### src/rtl/pe_tile_param.sv
// Config-programmable CGRA tile: two connection boxes feed a PE, a switch box routes tracks; shadow/active config regs.
// Latency: config write 2 cycles (accept + WRITE), commit visible the cycle config_done is high; pe_out 0 cycles (1 with PE_OUTPUT_REG_EN).
// Backpressure: config_ready is high only in IDLE, so the port takes at most one request per 2 cycles.
module pe_tile_param #(
    parameter int WIDTH      = 16,
    parameter int NUM_TRACKS = 4
) (
    input  logic                            clk,
    input  logic                            reset,
    input  logic [15:0]                     tile_id,
    input  logic [31:0]                     config_addr,
    input  logic [31:0]                     config_data,
    input  logic                            config_valid,
    output logic                            config_ready,
    output logic                            config_done,
    output logic                            config_err,
    input  logic [4*NUM_TRACKS*WIDTH-1:0]   in_wire,
    output logic [4*NUM_TRACKS*WIDTH-1:0]   out_wire,
    output logic [WIDTH-1:0]                pe_out
);
    // Optional feature macro: PE_OUTPUT_REG_EN registers pe_out.

    localparam int NL  = 4 * NUM_TRACKS;
    localparam int CBW = $clog2(2 * NUM_TRACKS);
    localparam int DW  = (CBW > 3) ? CBW : 3;
    localparam logic [7:0] BLK_COMMIT = 8'hFE;

    typedef enum logic [1:0] {IDLE, WRITE, COMMIT} state_t;

    state_t                       state, state_nxt;
    logic                         accept, tile_hit, wr_bad;
    logic [7:0]                   wr_blk, wr_idx;
    logic [DW-1:0]                wr_dat;
    logic [1:0][CBW-1:0]          cb_shd, cb_act;
    logic [2:0]                   op_shd, op_act;
    logic [NL-1:0][1:0]           sb_shd, sb_act;
    logic [NL-1:0][WIDTH-1:0]     in_lane, out_lane, sb_in;
    logic [1:0][WIDTH-1:0]        opnd;
    logic [WIDTH-1:0]             pe_res, pe_fb;
    logic                         unused_cfg_bits;

    assign accept          = config_valid && config_ready;
    assign tile_hit        = (config_addr[15:0] == tile_id);
    assign unused_cfg_bits = ^config_data[31:DW];
    assign in_lane         = in_wire;
    assign out_wire        = out_lane;

    // FSM state register
    always_ff @(posedge clk or negedge reset) begin
        if (!reset) state <= IDLE;
        else        state <= state_nxt;
    end

    // FSM next state: requests for other tiles are consumed without leaving IDLE
    always_comb begin
        state_nxt = state;
        case (state)
            IDLE:    if (accept && tile_hit)
                         state_nxt = (config_addr[23:16] == BLK_COMMIT) ? COMMIT : WRITE;
            WRITE:   state_nxt = IDLE;
            COMMIT:  state_nxt = IDLE;
            default: state_nxt = IDLE;
        endcase
    end

    // FSM outputs: ready only in IDLE, error flagged while the bad write is in WRITE
    always_comb begin
        config_ready = (state == IDLE);
        config_err   = (state == WRITE) && wr_bad;
    end

    // Capture the addressed request so WRITE works from stable values
    always_ff @(posedge clk or negedge reset) begin
        if (!reset) begin
            wr_blk <= '0;
            wr_idx <= '0;
            wr_dat <= '0;
        end else if (accept && tile_hit) begin
            wr_blk <= config_addr[23:16];
            wr_idx <= config_addr[31:24];
            wr_dat <= config_data[DW-1:0];
        end
    end

    // Decode of unknown blocks and out-of-range switch-box indices
    always_comb begin
        case (wr_blk)
            8'd0, 8'd1, 8'd2: wr_bad = 1'b0;
            8'd3:             wr_bad = (int'(wr_idx) >= NL);
            default:          wr_bad = 1'b1;
        endcase
    end

    // Shadow register writes; upper payload bits are simply not stored
    always_ff @(posedge clk or negedge reset) begin
        if (!reset) begin
            cb_shd <= '0;
            op_shd <= '0;
            sb_shd <= '0;
        end else if (state == WRITE && !wr_bad) begin
            case (wr_blk)
                8'd0: cb_shd[0] <= wr_dat[CBW-1:0];
                8'd1: cb_shd[1] <= wr_dat[CBW-1:0];
                8'd2: op_shd    <= wr_dat[2:0];
                8'd3: for (int i = 0; i < NL; i++)
                          if (int'(wr_idx) == i) sb_shd[i] <= wr_dat[1:0];
                default: ;
            endcase
        end
    end

    // Commit copies the whole shadow set at once; done pulses with the new config live
    always_ff @(posedge clk or negedge reset) begin
        if (!reset) begin
            cb_act      <= '0;
            op_act      <= '0;
            sb_act      <= '0;
            config_done <= 1'b0;
        end else begin
            config_done <= (state == COMMIT);
            if (state == COMMIT) begin
                cb_act <= cb_shd;
                op_act <= op_shd;
                sb_act <= sb_shd;
            end
        end
    end

    // Switch box: selects 0..2 pick the other sides in ascending order, 3 picks the PE.
    // sb_in holds only the track-sourced value so the cb path never depends on out_wire.
    for (genvar s = 0; s < 4; s++) begin : g_side
        for (genvar t = 0; t < NUM_TRACKS; t++) begin : g_trk
            localparam int IDX = s * NUM_TRACKS + t;
            localparam int L0  = ((s == 0) ? 1 : 0) * NUM_TRACKS + t;
            localparam int L1  = ((s <= 1) ? 2 : 1) * NUM_TRACKS + t;
            localparam int L2  = ((s <= 2) ? 3 : 2) * NUM_TRACKS + t;
            assign sb_in[IDX]    = (sb_act[IDX] == 2'd0) ? in_lane[L0] :
                                   (sb_act[IDX] == 2'd1) ? in_lane[L1] :
                                   (sb_act[IDX] == 2'd2) ? in_lane[L2] : '0;
            assign out_lane[IDX] = (sb_act[IDX] == 2'd3) ? pe_out : sb_in[IDX];
        end
    end

    // Connection boxes: low selects read side-0 inputs, high selects read side-0 outputs
    always_comb begin
        opnd = '0;
        for (int i = 0; i < 2; i++) begin
            for (int j = 0; j < NUM_TRACKS; j++) begin
                if (int'(cb_act[i]) == j)
                    opnd[i] = in_lane[j];
                if (int'(cb_act[i]) == j + NUM_TRACKS)
                    opnd[i] = (sb_act[j] == 2'd3) ? pe_fb : sb_in[j];
            end
        end
    end

    // PE ALU, all arithmetic wraps at WIDTH bits
    always_comb begin
        case (op_act)
            3'd0:    pe_res = opnd[0] + opnd[1];
            3'd1:    pe_res = opnd[0] - opnd[1];
            3'd2:    pe_res = opnd[0] & opnd[1];
            3'd3:    pe_res = opnd[0] | opnd[1];
            3'd4:    pe_res = opnd[0] ^ opnd[1];
            3'd5:    pe_res = opnd[0];
            3'd6:    pe_res = opnd[1];
            default: pe_res = '0;
        endcase
    end

`ifdef PE_OUTPUT_REG_EN
    logic [WIDTH-1:0] pe_q;

    // Registered PE result; this register is what makes cb<-sb<-pe feedback legal
    always_ff @(posedge clk or negedge reset) begin
        if (!reset) pe_q <= '0;
        else        pe_q <= pe_res;
    end

    assign pe_out = pe_q;
    assign pe_fb  = pe_q;
`else
    // Without the register a cb reading a PE-driven out_wire would loop; it sees zero instead
    assign pe_out = pe_res;
    assign pe_fb  = '0;
`endif

endmodule

### config.mk
export PLATFORM = sky130hd
export DESIGN_NAME = pe_tile_param
export DESIGN_NICKNAME = d
export VERILOG_FILES = /design/src/rtl/pe_tile_param.sv
export SDC_FILE = /design/constraint.sdc
export NUM_CORES = 1
export LEC_CHECK = 0
export BUFFER_PORTS_ARGS = -buffer_cell sky130_fd_sc_hd__buf_2
export CAP_MARGIN = 20
export CORE_AREA = 2 2 187 326
export CTS_CLUSTER_SIZE = 10
export DETAILED_ROUTE_END_ITERATION = 16
export DIE_AREA = 0 0 189 328
export HOLD_SLACK_MARGIN = 0.1
export SLEW_MARGIN = 20
export SYNTH_ARGS = -nofsm -noshare
export SYNTH_HDL_FRONTEND = slang
export SYNTH_SLANG_ARGS = --single-unit
### constraint.sdc
create_clock -name clk -period 7.7 [get_ports clk]
set_input_delay 0.77 -clock clk [delete_from_list [all_inputs] [get_ports clk]]
set_output_delay 0.77 -clock clk [all_outputs]
set_load 0.005 [all_outputs]
# Yosys cells after proc, flatten, opt, wreduce, memory -nomap -nowiden
# Cells that the tools add are included.
# W data, S select, Z words.
dict set report totals {
  out_inout_bits 275
  regBits 104
  wordCells 276
}
dict set report classes {
  reduce_logical 47
  n_eq_ne 91
  bitwise_logic 3
  addsub 2
  n_mux 89
  n_lt_le_gt_ge 1
}
# operator n
set op_table {}
lappend op_table {{$mux W16} 84}
lappend op_table {{$pmux W16 S7} 1}
lappend op_table {{$eq A2 B2 Y1 const B} 33}
lappend op_table {{$eq A8 B5 Y1 const B} 8}
lappend op_table {{$reduce_and A3 Y1} 16}
lappend op_table {{$eq A2 B1 Y1 const B} 17}
lappend op_table {{$logic_not A2 Y1} 17}
lappend op_table {{$eq A3 B3 Y1 const B} 11}
lappend op_table {{$eq A8 B4 Y1 const B} 4}
lappend op_table {{$eq A8 B2 Y1 const B} 3}
lappend op_table {{$eq A3 B2 Y1 const B} 6}
lappend op_table {{$add A16 B16 Y16} 1}
lappend op_table {{$and A16 B16 Y16} 1}
lappend op_table {{$eq A16 B16 Y1} 1}
lappend op_table {{$eq A8 B3 Y1 const B} 2}
lappend op_table {{$logic_not A8 Y1} 2}
lappend op_table {{$or A16 B16 Y16} 1}
lappend op_table {{$sub A16 B16 Y16} 1}
lappend op_table {{$xor A16 B16 Y16} 1}
lappend op_table {{$eq A3 B1 Y1 const B} 3}
lappend op_table {{$logic_not A3 Y1} 3}
lappend op_table {{$eq A8 B1 Y1 const B} 1}
lappend op_table {{$eq A8 B8 Y1 const B} 1}
lappend op_table {{$ge A8 B5 Y1 const B} 1}
lappend op_table {{7 further kinds} 14}

# Longest topological paths before layout
dict set report depth {
  word_depth 15
  mapped_depth 25
  ltp_nobuf 21
}

# Least setup slack after synthesis
# OpenSTA, ideal clock, no wires.
dict set report synth_path {
  kind {input to output}
  start {input in_wire[51]}
  end {output out_wire[111]}
  required_time_ns 6.930
  path_buffers 1
  setup_slack_ns 1.448
  stages 21
  t_arrival_ns 5.482
  cell_sequence {mux4_2 -> nand2_1 -> o21ai_2 -> nor4_4 -> inv_2 -> a2111oi_4 -> nand4_1 -> or3_1 -> nand2_1 -> xnor2_1 -> ha_1 -> and4_1 -> a221oi_1 -> and2_1 -> o31ai_1 -> or4b_2 -> o2111a_1 -> and3_4 -> inv_2 -> buf_6 -> mux4_2}
}
dict set report synth_between {
  elab_chain_len 5
  elab_cells_between_ends 8
  cone_classes {2 x add/sub; 6 x mux}
}
# element line
set synth_rtl {}
lappend synth_rtl {{start, declared} 17} ;# input logic [4*NUM_TRACKS*WIDTH-1:0] in_wire,
lappend synth_rtl {{$mux W16} 149} ;# if (int'(cb_act[i]) == j)
lappend synth_rtl {{$mux W16} 151} ;# if (int'(cb_act[i]) == j + NUM_TRACKS)
lappend synth_rtl {{$sub A16 B16 Y16 or $add A16 B16 Y16 (tied branches)} {161, 160}}
lappend synth_rtl {{$pmux W16 S7 *} 159} ;# case (op_act)
lappend synth_rtl {{via pe_out[15]} 19} ;# output logic [WIDTH-1:0] pe_out
lappend synth_rtl {{$mux W16 *} 140} ;# assign out_lane[IDX] = (sb_act[IDX] == 2'd3) ? pe_out : sb_in[IDX];
lappend synth_rtl {{end, declared} 18} ;# output logic [4*NUM_TRACKS*WIDTH-1:0] out_wire,
# The timed path passes the listed nets; every way through them passes the cells marked *.

# Final worst setup path
dict set report layout_path {
  start {register sb_act[4] (netlist bit)}
  end {output out_wire[159]}
}
dict set report layout_between {
  elab_chain_len 11
  elab_cells_between_ends 21
  cone_classes {2 x add/sub; 3 x eq/ne; 12 x mux; 3 x bitwise; 1 x reduce/logical}
}
# element line
set layout_rtl {}
lappend layout_rtl {{start, declared} 36} ;# logic [NL-1:0][1:0] sb_shd, sb_act;
lappend layout_rtl {{start signal, assigned} 124} ;# sb_act <= sb_shd;
lappend layout_rtl {{$eq A2 B2 Y1} 139} ;# (sb_act[IDX] == 2'd2) ? in_lane[L2] : '0;
lappend layout_rtl {{$mux W16} 139}
lappend layout_rtl {{$mux W16} 138} ;# (sb_act[IDX] == 2'd1) ? in_lane[L1] :
lappend layout_rtl {{$mux W16} 137} ;# assign sb_in[IDX] = (sb_act[IDX] == 2'd0) ? in_lane[L0] :
lappend layout_rtl {{$mux W16 *} 152} ;# opnd[i] = (sb_act[j] == 2'd3) ? pe_fb : sb_in[j];
lappend layout_rtl {{$mux W16} 151}
lappend layout_rtl {{$mux W16} 149}
lappend layout_rtl {{$mux W16} 151}
lappend layout_rtl {{$sub A16 B16 Y16, or another cell as far along} 161} ;# 3'd1: pe_res = opnd[0] - opnd[1];
lappend layout_rtl {{$pmux W16 S7 *} 159}
lappend layout_rtl {{$mux W16 *} 140}
# Mark *: on every way between the ends. The rest lies on a longest branch, timed or not.

==> impl_metrics.csv <==
group,metric,value,unit
route,drt-initial-drc-count,1527,
floorplan,pin_count,614,
yosys,synthCells,1447,
yosys,ys_seq_area_share,17.0,%
run,max_cap_violations,0,
critical_path,worstPathArrival,6.79,ns
yosys,synth_enable_flop_cells,0,
critical_path,worst_setup_path_end_kind,"output pin",
yosys,synth_area_leader_cell,"mux4_2",
hold_path,hp-class,"input port to async pin",
sta,fmax,132,MHz
route,routed_wl,98.7,mm
grt,grt_pass1_wl,134,mm
critical_path,cp_common_cell,"buf_4",
sta,hold_viol,0,
cts,cts_max_path_buffers,2,
outcome,status,"finished clean",
sta,maxSlewHeadroom,17.7,%
sta,rsz0062_at_grt,"yes",
yosys,syn_avg_cell_area,10.6,um^2
floorplan,row_count,118,
cts,path_clk_slew,0.08,ns
yosys,ys_async_sr_fraction,100,%
floorplan,die_area,0.0620,mm^2
grt,antenna_found_initial,21,
critical_path,cp_cell_sequence,"buf_4 -> mux2i_1 -> o2bb2ai_1 -> o221ai_1 -> o211ai_1 -> buf_4 -> a2111oi_4 -> nand4_1 -> or3_1 -> nand2_1 -> xnor2_1 -> ha_1 -> and4_1 -> a221oi_2 -> and2_1 -> o31ai_1 -> or4b_2 -> o2111a_1 -> and3_4 -> inv_2 -> mux4_2 -> buf_2",
cts,cts_root_buf,"clkbuf_16",
route,dr_wl_met2,49.4,mm
route,top_layer,"met5",
critical_path,critPathMaxStageDelay,0.63,ns
sta,setup_tns,0,ns
placed_design,place_congestion,1.01,
critical_path,crit_required,6.93,ns
pwr,p_per_area,97.5,mW/mm^2
route,detail_route.wl_per_cell,35.2,um
yosys,yosys_warnings,0,
cts,post_cts_buffers,0,
grt,track_usage,30.8,%
cts,tritoncts,"built",
yosys,synthesis.area,0.0153,mm^2
critical_path,cpMaxStageDelayCell,"or4b_2",
floorplan,core_area,0.0592,mm^2
final_layout,fin_util,33.6,%
final_layout,layout-drive-gt1-share,53.8,%
cts,hold_buffers,0,
grt,grt_pass1_vias,17189,
route,drc,0,
grt,grt_max_degree,72,
yosys,synth_common_cells,"mux4_2, dfrtp_1, mux2i_1",
cts,numCtsBuffers,9,
cts,cts_sinks,104,
final_layout,design_area,0.0199,mm^2
critical_path,rrSetupSlack,4.73,ns
placed_design,place_area,0.0196,mm^2
route,postRouteAntennaNets,0,
critical_path,crit_buf_inv,4,
route,vias_per_cell,6.07,
grt,grt_remaining_overflow,0,
floorplan,initial_core_util,25.8,%
yosys,synthTopCellsByArea,"mux4_2, dfrtp_1, mux2_2",
placed_design,dp_hpwl,81.2,mm
yosys,synth_ff_type,"dfrtp_1",
sta,final-setup-viol-count,0,
critical_path,worst-path-max-fanout,13,
sta,fin_crit,7.56,ns
critical_path,critical_path_class,"register to output pin",
route,met3WireLength,7.37,mm
final_layout,nets,2400,
route,drt-met1-wl,32.2,mm
route,dr.pass1.iters,6,
yosys,synth-seq-cells,104,
floorplan,dieHeight,328,um
yosys,ys_types,74,
sta,holdWs,0.345,ns
sta,worst_pin_slew,1.24,ns
sta,fin_skew,0.0115,ns
final_layout,syn2layout_area_growth,30.0,%
yosys,netlist.area_leader.share,32.2,%
pwr,vdd_drop_max,0.155,mV
cts,postCtsResizedCells,0,
yosys,synth_nets,1835,
pwr,p_total,1.94,mW
placed_design,portBuffers,584,
floorplan,die-width,189,um
cts,htreeDepth,3,
pwr,leakage,8.49,nW
route,vias,17023,
final_layout,n_fill_cell,6078,
sta,post-route-period-util,98.2,%
critical_path,cp-start-kind,"register",
yosys,synth.most_common_cell,"mux4_2",
cts,clock_latency,0.37,ns
sta,drv_slew,0,
critical_path,cp_top_family,"compound AO/OA/AOI/OAI gates",
## cell usage in the layout, fill, tap and decap left out, drive strengths merged, types with 5 or more instances in the layout
master	netlist	layout
buf	52	705
mux4	219	219
dfrtp	104	104
mux2i	102	102
mux2	100	100
nand2	90	90
nor2	89	89
o21ai	67	67
inv	59	63
ha	48	48
a21oi	37	37
a21o	32	32
xnor2	32	32
o2bb2ai	25	25
o211ai	21	21
a2bb2oi	19	19
nand3	18	18
nor3	17	17
nand3b	15	15
nand2b	15	15
a31o	15	15
o221ai	15	15
a211oi	11	11
o22ai	11	11
nor2b	11	11
diode	0	9
a22oi	9	9
o21a	9	9
clkbuf	99	9
o21bai	8	8
xor2	8	8
a31oi	7	7
nand4	7	7
and3	6	6
nor4	6	6
a221oi	6	6
clkinv	2	5
## stage by stage
step	setup WS [ns]	cells
finish	0.138	2806
CTS	0.0820	2797
detailed placement	0.289	2781
global route	-0.00360	2806
floorplan	1.45	1447
global placement	0.338	2781
## per-layer routing
metal / vias to the layer above / track usage [%]
li1: 6860 / -
met1: 8580 / 32.5
met2: 1218 / 53.6
met3: 357 / 5.28
met4: 8 / 25.4
met5: - / 0.157
## flip-flops by register name, summed over array words and instances (netlist names), 3 cells and up
signal	count
sb_act	32
wr_blk	8
sb_shd	32
cb_shd	6
wr_dat	3
cb_act	6
op_act	3
op_shd	3
wr_idx	8
## kinds of logic (layout without fill, tap and decap cells)
| group | after synthesis | count (layout) | synth area share (%) |
|---|---|---|---|
| xor gates and xnor gates | 40 | 40 | 2.29 |
| AOI/OAI and AO/OA | 323 | 323 | 15.3 |
| DFF | 104 | 104 | 17.0 |
| buffers and inverters | 212 | 782 | 5.56 |
| other | 0 | 9 | 0 |
| adders and majority gates | 49 | 49 | 4.06 |
| muxes | 421 | 421 | 46.3 |
| and+or+nand+nor | 298 | 298 | 9.49 |
## worst paths after layout
check,start,end,cells past startpoint
max,sb_act[4],out_wire[159],22
min,reset,wr_idx[4],1
max reg2reg,wr_idx[7],sb_shd[16],5
min reg2reg,op_shd[1],op_act[1],2
max in group asynchronous,reset,sb_act[25],2
min in group clk,op_shd[1],op_act[1],2
## where the power goes
| part | switching [mW] | internal (mW) |
|---|---|---|
| Sequential | 0.000129 | 0.546 |
| Combinational | 0.577 | 0.345 |
| Clock | 0.240 | 0.233 |
## cell type report
cell class	instances	area, um^2	share of cell area, %
antenna	9	22.5	0.113
clock buffer	9	225	1.13
clock inverter	7	81.3	0.409
inverter	61	229	1.15
multi-input combinational	1131	11900	59.7
sequential	104	2610	13.1
tap	780	976	4.91
timing repair buffer	705	3870	19.5
Power figures use the tool's default switching activity.
